### config.mk
export PLATFORM = sky130hd
export DESIGN_NAME = gate_sequence_controller
export DESIGN_NICKNAME = d
export VERILOG_FILES = /design/src/rtl/gate_sequence_controller.sv
export SDC_FILE = /design/constraint.sdc
export NUM_CORES = 1
export LEC_CHECK = 0
export ABC_AREA = 1
export CAP_MARGIN = 15
export CORE_AREA = 5 5 304 306
export DETAILED_ROUTE_END_ITERATION = 7
export DIE_AREA = 0 0 309 311
export PLACE_DENSITY = 0.37
export REMOVE_ABC_BUFFERS = 1
export SKIP_LAST_GASP = 1
export SYNTH_ARGS = -nofsm -noshare
export SYNTH_HDL_FRONTEND = slang
export SYNTH_SLANG_ARGS = --single-unit
### constraint.sdc
create_clock -name clk -period 2.35 [get_ports clk]
set_clock_uncertainty 0.05 [all_clocks]
set_input_delay 0.705 -clock clk [delete_from_list [all_inputs] [get_ports clk]]
set_output_delay 0.705 -clock clk [all_outputs]
set_load 0.1 [all_outputs]
### src/rtl/gate_sequence_controller.sv
// rtl/gate_sequence_controller.sv - folds a list of 2x2 complex gate matrices into one composite unitary
//
// Fetches N gates from a synchronous gate memory and drives the external 2x2
// complex matrix multiplier so that result = G[N-1] * ... * G[0].
// Matrices are packed as [row][col][re/im][18:0], 19-bit signed fixed point.
//
// Ports:
//   clk, reset        clock; synchronous active-high reset
//   start             begin a sequence (sampled only in IDLE)
//   base_addr         address of gate 0
//   gate_count        number of gates N (0..2^ADDR_W)
//   gate_rd_en        gate memory read strobe
//   gate_addr         gate memory address (base + index, wraps)
//   gate_data         gate matrix, valid the cycle after gate_rd_en
//   mul_a, mul_b      multiplier operands (gate, accumulator)
//   mul_ready         one-cycle multiplier start pulse
//   mul_r             multiplier result
//   mul_completed     multiplier completion
//   result            running / final accumulator
//   busy              high while a sequence is in flight
//   done              one-cycle completion pulse
//   error             multiplier timeout flag, held until next accepted start
module gate_sequence_controller #(
  parameter int ADDR_W    = 8,
  parameter int FRAC_BITS = 16,
  parameter int TIMEOUT   = 8
) (
  input  logic                                clk,
  input  logic                                reset,
  input  logic                                start,
  input  logic [ADDR_W-1:0]                   base_addr,
  input  logic [ADDR_W:0]                     gate_count,
  output logic                                gate_rd_en,
  output logic [ADDR_W-1:0]                   gate_addr,
  input  logic signed [0:1][0:1][0:1][18:0]   gate_data,
  output logic signed [0:1][0:1][0:1][18:0]   mul_a,
  output logic signed [0:1][0:1][0:1][18:0]   mul_b,
  output logic                                mul_ready,
  input  logic signed [0:1][0:1][0:1][18:0]   mul_r,
  input  logic                                mul_completed,
  output logic signed [0:1][0:1][0:1][18:0]   result,
  output logic                                busy,
  output logic                                done,
  output logic                                error
);

  typedef logic signed [0:1][0:1][0:1][18:0] mat_t;

  typedef enum logic [2:0] {
    IDLE,
    FETCH,
    LOAD,
    MUL,
    WAIT,
    DONE
  } state_t;

  localparam int TW = (TIMEOUT < 2) ? 1 : $clog2(TIMEOUT);
  localparam logic [TW-1:0] WAIT_LAST = TW'(TIMEOUT - 1);
  localparam logic [18:0] ONE = 19'(1 << FRAC_BITS);

  function automatic mat_t identity();
    mat_t m;
    m          = '0;
    m[0][0][0] = ONE;
    m[1][1][0] = ONE;
    return m;
  endfunction

  state_t            state;
  state_t            state_next;
  mat_t              acc;
  mat_t              gate_reg;
  logic [ADDR_W-1:0] base_q;
  logic [ADDR_W:0]   count_q;
  logic [ADDR_W:0]   index;
  logic [ADDR_W:0]   index_inc;
  logic [TW-1:0]     wait_cnt;
  logic              wait_expired;

  assign index_inc    = index + 1'b1;
  assign wait_expired = (wait_cnt == WAIT_LAST);

  always_ff @(posedge clk) begin
    if (reset) begin
      state <= IDLE;
    end else begin
      state <= state_next;
    end
  end

  always_comb begin
    state_next = state;
    case (state)
      IDLE: begin
        if (start) begin
          state_next = (gate_count == '0) ? DONE : FETCH;
        end
      end
      FETCH: state_next = LOAD;
      LOAD:  state_next = MUL;
      MUL:   state_next = WAIT;
      WAIT: begin
        // Completion wins over an expiring counter on the same cycle.
        if (mul_completed) begin
          state_next = (index_inc < count_q) ? FETCH : DONE;
        end else if (wait_expired) begin
          state_next = DONE;
        end
      end
      DONE:    state_next = IDLE;
      default: state_next = IDLE;
    endcase
  end

  always_ff @(posedge clk) begin
    if (reset) begin
      acc      <= identity();
      gate_reg <= '0;
      base_q   <= '0;
      count_q  <= '0;
      index    <= '0;
      wait_cnt <= '0;
      error    <= 1'b0;
    end else begin
      case (state)
        IDLE: begin
          if (start) begin
            base_q  <= base_addr;
            count_q <= gate_count;
            acc     <= identity();
            index   <= '0;
            error   <= 1'b0;
          end
        end
        LOAD: gate_reg <= gate_data;
        MUL:  wait_cnt <= '0;
        WAIT: begin
          if (mul_completed) begin
            acc   <= mul_r;
            index <= index_inc;
          end else if (wait_expired) begin
            error <= 1'b1;
          end else begin
            wait_cnt <= wait_cnt + 1'b1;
          end
        end
        default: ;
      endcase
    end
  end

  // Address wraps naturally at 2^ADDR_W because only the low index bits are added.
  assign gate_addr  = base_q + index[ADDR_W-1:0];
  assign gate_rd_en = (state == FETCH);
  assign mul_ready  = (state == MUL);

  // Operands are only presented while a multiply is in flight; gate_reg and
  // acc do not change between MUL and the completion edge, so they hold steady.
  assign mul_a = ((state == MUL) || (state == WAIT)) ? gate_reg : '0;
  assign mul_b = ((state == MUL) || (state == WAIT)) ? acc : '0;

  assign result = acc;
  assign busy   = (state == FETCH) || (state == LOAD) || (state == MUL) || (state == WAIT);
  assign done   = (state == DONE);

endmodule

==> results of run 1 <==
layer usage:
metal  global-route usage  wire length (um)  vias to the layer above
li1                     -                 -                     8083
met1                0.186             32500                     7858
met2                0.304             43100                      581
met3               0.0858              9810                      137
met4               0.0502              2890                       26
met5                    0               195                        -
power by group through the flow:
stage	logic [W]	registers [W]	clock network [W]
6_report	0.00435	0.00620	0.00695
4_1_cts	0.00421	0.00620	0.00724
2_1_floorplan	0.00145	0.00643	0
3_3_place_gp	0.00318	0.00631	0
5_1_grt	0.00464	0.00624	0.00748
3_5_place_dp	0.00321	0.00632	0
cell families (layout without fill, tap and decap cells):
group / count (synthesis) / after routing
AO/OA/AOI/OAI: 510 / 510
XOR/XNOR: 13 / 13
adder cells (fa/ha/maj): 19 / 19
buffers and inverters: 486 / 1351
flip-flops: 337 / 337
other: 0 / 10
AND/OR/NAND/NOR: 714 / 714
final cells by class:
| type | instances | area (um2) | share of cell area |
|---|---|---|---|
| flip-flops and latches | 337 | 6760 | 0.204 |
| clock buffers | 71 | 1410 | 0.0424 |
| diodes | 10 | 25.0 | 0.000755 |
| multi-input cells | 1256 | 8200 | 0.247 |
| clock inverters | 7 | 70.1 | 0.00211 |
| inverters | 347 | 1340 | 0.0405 |
| repair inverters | 1 | 11.3 | 0.000340 |
| well taps | 1176 | 1470 | 0.0444 |
| repair buffers | 925 | 13900 | 0.418 |
how the worst min path moves through the flow:
stage	cells past startpoint	endpoint	start	slack [ns]
3_5_place_dp	2	gate_reg[38]$_SDFFE_PP0P_	gate_reg[38]$_SDFFE_PP0P_	0.39
4_1_cts	2	result[55]$_SDFFE_PP0P_	reset	0.35
3_3_place_gp	2	gate_reg[80]$_SDFFE_PP0P_	gate_reg[80]$_SDFFE_PP0P_	0.39
5_1_grt	2	result[127]$_SDFFE_PP0P_	reset	0.36
2_1_floorplan	1	wait_cnt[0]$_SDFFE_PP0P_	wait_cnt[0]$_SDFFE_PP0P_	0.38
6_report	2	result[55]$_SDFFE_PP0P_	reset	0.38
metrics by stage:
stage | total power, W | hold slack, ns | TNS (ns) | instances
2_1_floorplan | 0.00788 | 0.381 | -1402.91 | 1940
3_3_place_gp | 0.00949 | 0.389 | -15.63 | 3981
3_5_place_dp | 0.00953 | 0.393 | -23.39 | 3981
4_1_cts | 0.0176 | 0.352 | -197.81 | 4116
5_1_grt | 0.0184 | 0.359 | -207.00 | 4122
6_report | 0.0175 | 0.376 | -170.85 | 4130
cells in the mapped netlist:
library cell  count
inv_2             2
nand2_2           1
inv_1           343
buf_2            52
nor2_4            1
nor3b_1           2
nor2_8            1
nand2_1         373
nand4_1           1
buf_6             1
nand3_1           6
a21oi_1         339
o22ai_1           2
fa_1              1
nor2_1          319
nor3_1            6
clkbuf_1         83
nand2_4           1
o21ai_0         166
inv_4             2
xor2_1           10
buf_4             3
nor2_2            1
xnor2_1           3
and2_1            1
a22oi_1           2
ha_1             18
dfxtp_1         337
o211ai_1          1
nand3b_1          1
repair_timing:
item | 4_1_cts | 5_1_grt
buffers inserted | 26 | 7
endpoints found under the setup margin | 314 | 316
pin swaps | 18 | 29
resized for setup | 526 | 235
cloned | 35 | 6
==> results.yml, run 1 <==
clock_tree:
  cts.sinks: 337
  cts_made_buffers: 46
  hold_buffers: 0
  htreeDepth: 2
  cts_root_buf: "clkbuf_16"
  clkTransAtPathRegs_ns: 0.06
  clock_latency_ns: 0.57
  cts_buffer_depth: 3
  cts_tree: "built"
global_route:
  grt_use_total: 0.174
  grt.overflow.total: 0
  grt_pass1_vias: 17200
  antenna_found_initial: 25
  grt_pass1_wl_um: 125000
  grt_max_degree: 163
final_layout:
  nets: 3258
  fillerInstances: 8986
  area_growth_pct: 131
  postLayoutCoreUtil: 0.371
  final_common_cell: "buf_12"
  layout-drive-gt1-share: 0.348
  stdcell_area_um2: 33100
  layout_common_cells: "418 x buf_12, 368 x nand2_1, 337 x inv_1, 337 x a21oi_1, 328 x dfxtp_1"
worst_setup_path:
  end_kind: "output pin"
  r2r_slack_ns: 0.21
  r2r-end: "state[2]$_SDFFE_PP0P_"
  path_cells: "buf_6 > nand3_4 > nand2_8 > clkinv_16 > buf_16 > buf_12 > buf_16 > nor2_4 > buf_12"
  arrival_ns: 2.25
  critPathKind: "flop to output pin"
  path_buf_inv: 6
  critPathMaxFanout: 6
  endpoint: "mul_b[14]"
  startpoint: "state[1]$_SDFFE_PP0P_"
  critPathMaxStageDelay_ns: 0.36
  critical-path-top-delay-family: "buffers and inverters"
  r2r_start: "index[1]$_SDFFE_PP0P_"
  path_depth: 9
  reg2reg_depth: 17
  crit_slowest_cell: "dfxtp_2"
  worstPathRequired_ns: 1.59
  startpoint_type: "flop"
timing:
  timing.final.crit_share: 1.28
  fin_crit_ns: 3.01
  timing.final.hold_violations: 0
  timing.fmax_mhz: 333
  rsz0062_at_grt: "yes"
  relSlewSlack: 0.478
  slew_viol_final: 0
  tightest_slew_ns: 0.784
  setup_viol: 313
  final.setup.worst_slack_ns: -0.655
status:
  violations: "setup timing"
  status: "finished with violations"
yosys:
  syn_area_um2: 14300
  post_synth_main_area_contributors: "dfxtp_1 47%, a21oi_1 12%, nand2_1 9.8%"
  synth_cell_types: 30
  seq_area_frac_synth: 0.471
  synth_mux_area_frac: 0
  synth_compound_area_frac: 0.179
  synth_area_per_cell_um2: 6.89
  synth_top_family_by_area: "simple AND/OR/NAND/NOR gates"
  synth_seq_cells: 337
  synth_top_area_share: 0.471
  yosysWarnings: 0
  yosys.area_share.simple: 0.192
  syn-instance-count: 2079
  synthAdderAreaFrac: 0.0171
  synthXorXnorAreaFrac: 0.00795
  synth_largest_area_cell: "dfxtp_1"
drt:
  firstDrtPassIters: 4
  routedWlPerCell_um: 21.4
  vias: 16700
  wl_um: 88500
  ant_nets: 0
  route.detailed.drc: 0
  vias_per_cell: 4.04
  drt_iter0_drc: 787
floorplanning:
  top_level_ports: 794
  dieHeight_um: 311
  die-area_um2: 96100
  rows: 110
  coreArea_um2: 89300
  die_w_um: 309
  initial_core_util: 0.160
power_and_ir_drop:
  leakagePower_nw: 11.4
  p_int_w: 0.0120
  switching_share: 0.314
  vdd_ir_drop_max_mv: 0.384
  power_frac_seq: 0.354
  switching_power_w: 0.00549
  combPwrFrac: 0.248
  pwr-share-clk: 0.397
  power_density_nw_per_um2: 528
placed_design:
  port_buffers: 793
  dp_slack_ns: -0.292
  placed_area_um2: 27600
  place_hpwl_um: 62600
  gp_congestion: 0.801
hold_path:
  hp-class: "input port to flop"
flow_run:
  max_cap_violations: 0
Power figures use the tool's default switching activity.
==> inputs of run 2 (changes only) <==
Settings changed: CORE_AREA 5 5 304 306 to 5 5 307 309, DIE_AREA 0 0 309 311 to 0 0 312 314, DONT_BUFFER_PORTS set to 1, PLACE_DENSITY 0.37 to 0.3, SETUP_SLACK_MARGIN set to 0.05, TNS_END_PERCENT set to 10.
==> results.yml, run 2 (synthesized netlist as in run 1, its figures left out) <==
worst_setup_path:
  crit_slowest_cell: "dfxtp_2"
  crit_top_cell: "nand2_1"
  end_kind: "output pin"
  reg2reg_depth: 17
  path_cells: "ha_4 > inv_2 > fa_2 > o21ai_2 > nand2_1 > nand2_1 > a21oi_2 > xor2_2 > buf_12"
  critPathKind: "flop to output pin"
  startpoint_type: "flop"
  arrival_ns: 2.23
  critPathMaxFanout: 2
  worstPathRequired_ns: 1.59
  critPathMaxStageDelay_ns: 0.35
final_layout:
  layout_common_cells: "371 x nand2_1, 340 x inv_1, 338 x a21oi_1, 333 x dfxtp_1, 331 x buf_12"
  area_growth_pct: 84.4
  nets: 2890
  layout-drive-gt1-share: 0.373
  stdcell_count: 3775
  final_common_cell: "nand2_1"
  fillerInstances: 9666
status:
  status: "finished with violations"
  violations: "setup timing"
power_and_ir_drop:
  leakagePower_nw: 9.29
  vdd_ir_drop_max_mv: 0.438
  power_density_nw_per_um2: 612
drt:
  vias: 14900
  vias_per_cell: 3.95
  wl_um: 72900
  firstDrtPassIters: 5
  ant_nets: 0
  route.detailed.drc: 0
  drt_iter0_drc: 728
  routedWlPerCell_um: 19.3
floorplanning:
  top_level_ports: 794
  rows: 111
  initial_core_util: 0.157
  dieHeight_um: 314
  coreArea_um2: 91100
  die-area_um2: 98000
  die_w_um: 312
timing:
  setup_viol: 316
  fin_crit_ns: 2.98
  timing.fmax_mhz: 335
  timing.final.hold_violations: 0
  rsz0062_at_grt: "yes"
  relSlewSlack: 0.573
  final.setup.worst_slack_ns: -0.634
  slew_viol_final: 0
  timing.final.crit_share: 1.27
  tightest_slew_ns: 0.635
global_route:
  grt_use_total: 0.141
  grt_use_met2: 0.242
  grt_util_met1: 0.156
  grt_pass1_wl_um: 105000
  busiest_layer: "met2"
  grt_max_degree: 173
  grt.overflow.total: 0
  grt_util_met3: 0.0674
  grt_pass1_vias: 15400
  antenna_found_initial: 9
clock_tree:
  cts_tree: "built"
  htreeDepth: 2
  cts_root_buf: "clkbuf_16"
  clkTransAtPathRegs_ns: 0.06
  clock_latency_ns: 0.58
  cts.sinks: 337
  cts_buffer_depth: 3
  cts_made_buffers: 45
placed_design:
  dp.cells: 3674
  gp_congestion: 0.783
  dp_slack_ns: -0.278
  place_hpwl_um: 55700
  port_buffers: 0
flow_run:
  max_cap_violations: 0
hold_path:
  hp-class: "input port to flop"
  whs_path_depth: 1
[run 2: cell types whose count changed in the layout (fill, tap and decap cells not counted), moves of 4 or more]
cell	change
clkdlybuf4s50_1	-323
nor2_2	+253
nor2_4	-253
buf_12	-87
buf_4	+85
buf_16	-27
clkbuf_16	-8
ha_1	+7
dfxtp_2	-6
ha_4	-6
buf_8	-5
dfxtp_1	+5
clkbuf_8	+4
[run 2: routing by layer]
layer  up-vias  routed length, um
li1       7316                  -
met1      6955              27600
met2       566              35500
met3        77               7850
met4         4               1840
met5         -                 34
[run 2: path summary, 6_finish.rpt]
kind	start	endpoint	slack (ns)
max	index[0]$_SDFFE_PP0P_	gate_addr[6]	-0.63
min	reset	result[25]$_SDFFE_PP0P_	0.15
max reg2reg	index[0]$_SDFFE_PP0P_	state[2]$_SDFFE_PP0P_	-0.02
min reg2reg	count_q[3]$_SDFFE_PP0P_	count_q[3]$_SDFFE_PP0P_	0.41
[run 2: final cells by class]
type | count | area, um2 | share of cell area
diodes | 8 | 20.0 | 0.000758
clock buffers | 77 | 1450 | 0.0548
clock inverters | 5 | 86.3 | 0.00327
flip-flops and latches | 337 | 6750 | 0.256
well taps | 1186 | 1480 | 0.0561
repair buffers | 559 | 8510 | 0.322
inverters | 347 | 1320 | 0.0499
multi-input cells | 1256 | 6800 | 0.257
[run 2: critical path: cells and delay by family (launching register included)]
kind	cells	cell delay, ns
adders and majority gates	2	0.50
DFF	1	0.35
buffers and inverters	2	0.24
AOI/OAI and AO/OA	2	0.23
xor gates and xnor gates	1	0.18
and+or+nand+nor	2	0.15
[run 2: where the power goes]
| group | leakage (nW) | switching, W | total (W) | internal (W) |
|---|---|---|---|---|
| logic | 5.80 | 0.00201 | 0.00285 | 0.000841 |
| clock network | 0.755 | 0.00278 | 0.00716 | 0.00438 |
| registers | 2.74 | 0.0000984 | 0.00618 | 0.00608 |
| total | 9.29 | 0.00488 | 0.0162 | 0.0113 |
[run 2: through the flow]
stage	hold WS [ns]	util	cell area [um2]	total power (W)	setup TNS, ns
after floorplan	0.381	-	13700	0.00788	-1402.91
after global placement	0.389	0.267	24300	0.00902	-13.05
after detailed placement	0.406	0.267	24300	0.00905	-9.70
after CTS	0.0902	0.288	26300	0.0165	-191.39
after global routing	0.114	0.290	26400	0.0170	-210.27
final	0.151	0.290	26400	0.0162	-163.91
[run 2: timing repair]
item                       CTS  global route
pin swaps                    7             5
gates cloned                 4             0
gates resized for setup     55            31
setup endpoints to repair  316           316
hold buffers                 0             0
setup buffers                7             1
